[config.mk]
export PLATFORM = sky130hd
export DESIGN_NAME = instruction_encoder_loader
export DESIGN_NICKNAME = d
export VERILOG_FILES = /design/src/rtl/instruction_encoder_loader.sv
export SDC_FILE = /design/constraint.sdc
export NUM_CORES = 1
export LEC_CHECK = 0
export CORE_MARGIN = 2
export CORE_UTILIZATION = 47
export CTS_BUF_LIST = sky130_fd_sc_hd__clkbuf_2 sky130_fd_sc_hd__clkbuf_4 sky130_fd_sc_hd__clkbuf_8
export CTS_CLUSTER_DIAMETER = 100
export DETAILED_ROUTE_END_ITERATION = 8
export GPL_TIMING_DRIVEN = 0
export PLACE_DENSITY = 0.86
export SLEW_MARGIN = 20
export SYNTH_ARGS = -nofsm -noshare
export SYNTH_HDL_FRONTEND = slang
export SYNTH_SLANG_ARGS = --single-unit
export TNS_END_PERCENT = 30
[constraint.sdc]
create_clock -name clk -period 2 [get_ports clk]
set_input_delay 0.2 -clock clk [delete_from_list [all_inputs] [get_ports clk]]
set_output_delay 0.2 -clock clk [all_outputs]
set_load 0.05 [all_outputs]
[src/rtl/instruction_encoder_loader.sv]
// Packs RV32I instruction fields into a word and streams it byte-wise (LE) into a boot memory port.
// Optional immediate range checking is enabled by defining ENC_RANGE_CHECK_EN.
module instruction_encoder_loader #(
    parameter int ADDR_W      = 12,
    parameter int BASE_ADDR   = 0,
    parameter int DEPTH_WORDS = 1024
) (
    input  logic              clk,
    input  logic              reset,
    input  logic              start,
    input  logic              in_valid,
    output logic              in_ready,
    input  logic [2:0]        fmt,
    input  logic [6:0]        opcode,
    input  logic [4:0]        rd,
    input  logic [4:0]        rs1,
    input  logic [4:0]        rs2,
    input  logic [2:0]        funct3,
    input  logic [6:0]        funct7,
    input  logic [31:0]       imm,
    output logic              mem_we,
    output logic [ADDR_W-1:0] mem_addr,
    output logic [7:0]        mem_wdata,
    output logic [ADDR_W-1:0] word_count,
    output logic              done,
    output logic              err
);
    typedef enum logic [1:0] {IDLE, ACCEPT, WRITE, FULL} state_t;

    state_t      state, state_nx;
    logic [31:0] word, enc;
    logic [1:0]  byte_idx;
    logic        fmt_ok, range_ok, hs, accept, reject, last_word;

    always_comb begin
        enc    = 32'h0;
        fmt_ok = 1'b1;
        case (fmt)
            3'd0:    enc = {funct7, rs2, rs1, funct3, rd, opcode};
            3'd1:    enc = {imm[11:0], rs1, funct3, rd, opcode};
            3'd2:    enc = {imm[11:5], rs2, rs1, funct3, imm[4:0], opcode};
            3'd3:    enc = {imm[12], imm[10:5], rs2, rs1, funct3, imm[4:1], imm[11], opcode};
            3'd4:    enc = {imm[31:12], rd, opcode};
            3'd5:    enc = {imm[20], imm[10:1], imm[11], imm[19:12], rd, opcode};
            default: fmt_ok = 1'b0;
        endcase
    end

`ifdef ENC_RANGE_CHECK_EN
    // Sign-extension checks: all bits above the field's sign bit must match it.
    always_comb begin
        range_ok = 1'b1;
        case (fmt)
            3'd1, 3'd2: range_ok = (imm[31:11] == {21{imm[11]}});
            3'd3:       range_ok = (imm[31:12] == {20{imm[12]}}) && !imm[0];
            3'd4:       range_ok = (imm[11:0] == 12'h0);
            3'd5:       range_ok = (imm[31:20] == {12{imm[20]}}) && !imm[0];
            default:    range_ok = 1'b1;
        endcase
    end
`else
    assign range_ok = 1'b1;
`endif

    assign hs        = in_valid && in_ready;
    assign accept    = hs && fmt_ok && range_ok;
    assign reject    = hs && !(fmt_ok && range_ok);
    assign last_word = ((32'(word_count) + 32'd1) == 32'(DEPTH_WORDS));

    // Outputs decode from state so an async reset drops mem_we immediately.
    assign in_ready  = (state == ACCEPT);
    assign mem_we    = (state == WRITE);
    assign done      = (state == FULL);
    assign mem_addr  = ADDR_W'(BASE_ADDR) + {word_count[ADDR_W-3:0], 2'b00} + ADDR_W'(byte_idx);
    assign mem_wdata = (state == WRITE) ? word[{byte_idx, 3'b000} +: 8] : 8'h00;

    always_comb begin
        state_nx = state;
        case (state)
            IDLE:    if (start) state_nx = ACCEPT;
            ACCEPT:  if (accept) state_nx = WRITE;
            WRITE:   if (byte_idx == 2'd3) state_nx = last_word ? FULL : ACCEPT;
            FULL:    if (start) state_nx = ACCEPT;
            default: state_nx = IDLE;
        endcase
    end

    always_ff @(posedge clk or posedge reset) begin
        if (reset) begin
            state      <= IDLE;
            word       <= 32'h0;
            byte_idx   <= 2'd0;
            word_count <= '0;
            err        <= 1'b0;
        end else begin
            state <= state_nx;
            if (start && state != WRITE) begin
                word_count <= '0;
                err        <= 1'b0;
            end
            if (reject) err <= 1'b1;
            if (accept) begin
                word     <= enc;
                byte_idx <= 2'd0;
            end
            if (state == WRITE) begin
                byte_idx <= byte_idx + 2'd1;
                if (byte_idx == 2'd3) word_count <= word_count + ADDR_W'(1);
            end
        end
    end
endmodule

==> metrics.md <==
| Metric | Value |
|---|---|
| Most frequent cells in the layout | `91 x clkdlybuf4s50_1, 50 x nor2_1, 48 x nand2_1, 48 x dfrtp_1, 20 x o21ai_0` |
| Largest net degree at the start of global routing | `36` |
| Fin. Hold Viols | `0` |
| Die width | `approximately 84 um` |
| Skew-Pair Late Insertion Delay | `between 0.3 and 0.4 ns` |
| First-pass GRT wire length | `between 10000 and 15000 um` |
| Hold/Removal Path Class | `in2async` |
| Detailed Place HPWL | `approximately 6300 um` |
| Vias per cell | `5.54` |
| Min cycle time layout | `approximately 1.9 ns` |
| Max Cap Viol | `0` |
| Clk buf depth | `2` |
| Synthesized area | `approximately 0.003 mm2` |
| Port Buf Inserts | `about 100` |
| CP Data Arrival Time | `1.74 ns` |
| Routability cong. | `around 0.87` |
| Post-synthesis mux area share | `under 10%` |
| WS Path Type | `reg2out` |
| Total vias in the final route | `between 2000 and 3000` |
| CTS H-tree depth | `2` |
| TritonCTS Buffers | `5` |
| Yosys warns | `0` |
| Area share of and/or/nand/nor cells after synthesis | `about a fifth` |
| Layout Nets | `approximately 520` |
| Core Area | `0.00624 mm2` |
| Drt wl/cell | `16.1 um` |
| Area growth syn-to-layout | `41.3%` |
| Clock Tree Root | `clkbuf_8` |
| R2R Path Start | `state[0]` |
| Highest routed layer | `met4` |
| Fillcell total | `just under 500` |
| GRT overflow | `0` |
| Register area share after synthesis | `41.0%` |
| Post-Synth Adder-Cell Area | `about 2.1%` |
| Ant diodes | `0` |
| RSZ-0062 raised after global routing | `false` |
| Slew headroom | `about 53%` |
| Post-Synthesis Cells | `between 300 and 400` |
| VDD IR-drop max | `531 uV` |
| Count of different cell masters after synthesis | `47` |
| Final Setup Violations | `0` |
| CTS sink count | `a little under 50` |
| Worst slew pin tran | `approximately 0.70 ns` |
| Leakage | `about 1.9 nW` |
| Initial antenna violation count | `0` |
| 1st-iter DRT viols | `190` |
| Met3 Wirelength | `608 um` |
| Yosys top cell by area | `dfrtp_1` |
| Die Y | `between 80 and 90 um` |
| Post-synth top flop | `dfrtp_1` |
| Number of synthesized flops with an enable pin | `0` |
| Clock slew at reported path FFs | `about 0.10 ns` |
| FMAX | `between 500 and 600 MHz` |
| Compound-Gate Fraction of Synth Area | `about 15%` |
| Remaining DRCs | `0` |
| Die area | `between 0.007 and 0.008 mm2` |
| Async SR Flop Fraction | `between 90% and 100%` |
| Placed insts | `510` |
| GRT Total Usage | `approximately a quarter` |
| Status | `finished, final reports clean` |
| Seq cells post-synth | `49` |
| IO Pins | `around 110` |
| Antenna Violating Nets Remaining | `0` |
| Critical path capture point type | `output port` |
| Met2 WL | `~4300 um` |
| Pwr/cell area | `about 940 mW/mm2` |
| Share of layout cells above drive strength 1 | `between 10% and 20%` |
| Clock Skew | `between 0.006 and 0.007 ns` |
| WP data required | `roughly 1.8 ns` |
| Post-Synth XOR/XNOR Area | `4.39%` |
| Flop-to-flop setup slack | `approximately 0.18 ns` |
| Vias in the first global route | `just under 3000` |
| Largest family of logic cells by synthesized area | `simple AND/OR/NAND/NOR gates` |
| Largest fanout on the critical path | `10` |
| CTS tree | `done` |
| DRT Pass-1 Iters | `4` |
| Non-Filler Instances | `approximately 520` |
| Share of the synthesized area in the top cell type | `roughly two fifths` |
| Worst Setup Start Kind | `register` |
| Post-Route WL | `8350 um` |
| Fin crit share | `97.0%` |
| Row Count | `29` |
| Avg Inst Size Synth | `just over 9 um2` |
| R2R depth | `5` |
| Commonest non-fill, non-tap cell in the layout | `clkdlybuf4s50_1` |
| Wl on met1 | `about 3400 um` |
| Layout Utilization | `67.7%` |
| Final TNS setup | `0 ns` |
| Initial core utilization | `47.9%` |
| Area contributors post-synth | `dfrtp_1 41%, nor2_1 6.3%, mux4_2 6.0%` |
| R2r endpoint | `state[1]` |
| Syn nets | `a little over 400` |
| Pins over their slew limit | `0` |
## cells in the mapped netlist, drive strengths merged, types with 2 or more instances
master,instances
a221oi,13
buf,23
inv,9
nand3,11
nor2,50
xnor2,6
mux2i,10
nor3,6
nand4,2
a22oi,11
and2,8
ha,5
xor2,9
a31oi,2
clkbuf,8
a21oi,9
dfrtp,49
mux4,8
and3,2
nand2,51
o21ai,21
## critical path, cell delays in order (launching register included)
cell	delay (ns)
dfrtp_2	0.40
buf_12	0.15
mux4_2	0.51
and2_1	0.18
buf_2	0.21
## final cells by class
cell class,count,area [um2],share of cell area [%]
multi-input combinational,239,1560,36.9
timing repair buffer,106,1020,24.1
tap,77,96.3,2.28
sequential,49,1230,29.0
clock inverter,3,21.3,0.503
inverter,9,33.8,0.799
clock buffer,5,68.8,1.63
buffer,31,198,4.68
## registers in the layout, summed over array words and instances (netlist names)
| signal | cells |
|---|---|
| state | 2 |
| word_count | 12 |
| err | 1 |
| word | 32 |
| byte_idx | 2 |
## repair_timing
action	CTS	global route
hold buffers	0	0
resized for setup	40	15
setup endpoints to repair	13	8
cloned	0	0
buffers inserted	0	1
## metal layers
layer | global-route usage, % | vias up
met5 | 0 | -
li1 | - | 1362
met4 | 6.01 | 0
met2 | 41.9 | 128
met3 | 4.45 | 13
met1 | 30.4 | 1373
## where the power goes
group / switching (mW) / total, mW / internal (mW)
clock network: 0.346 / 0.595 / 0.249
registers: 0.206 / 1.55 / 1.34
logic: 1.01 / 1.83 / 0.818
total: 1.56 / 3.97 / 2.41
## cells by family (layout without fill, tap and decap cells)
kind of cell	after synthesis	after routing
simple gates	133	133
buf+inv	40	154
flops	49	49
compound gates	67	67
mux	19	19
fa+ha+maj	5	5
xor+xnor	15	15
## through the flow
stage	worst slack, ns	hold WS, ns	instance area (um2)	power, mW
floorplan	0.0517	0.305	2990	2.77
global placement	-0.426	0.457	4130	3.28
detailed placement	-0.404	0.462	4150	3.36
CTS	-0.102	0.176	4250	3.95
global route	0.00315	0.200	4230	4.22
finish	0.0599	0.163	4230	3.97
## how the worst max path moves through the flow
stage | endpoint | cells past startpoint | slack [ns] | start
finish | mem_wdata[3] | 4 | 0.06 | byte_idx[0]
floorplan | word_count[8] | 7 | 0.05 | state[0]
global route | mem_wdata[3] | 5 | 0.003 | state[0]
global placement | byte_idx[0] | 2 | -0.43 | reset
CTS | mem_wdata[7] | 4 | -0.10 | byte_idx[0]
detailed placement | mem_wdata[7] | 5 | -0.40 | state[0]
No activity file was read; power rests on OpenSTA's default activity.
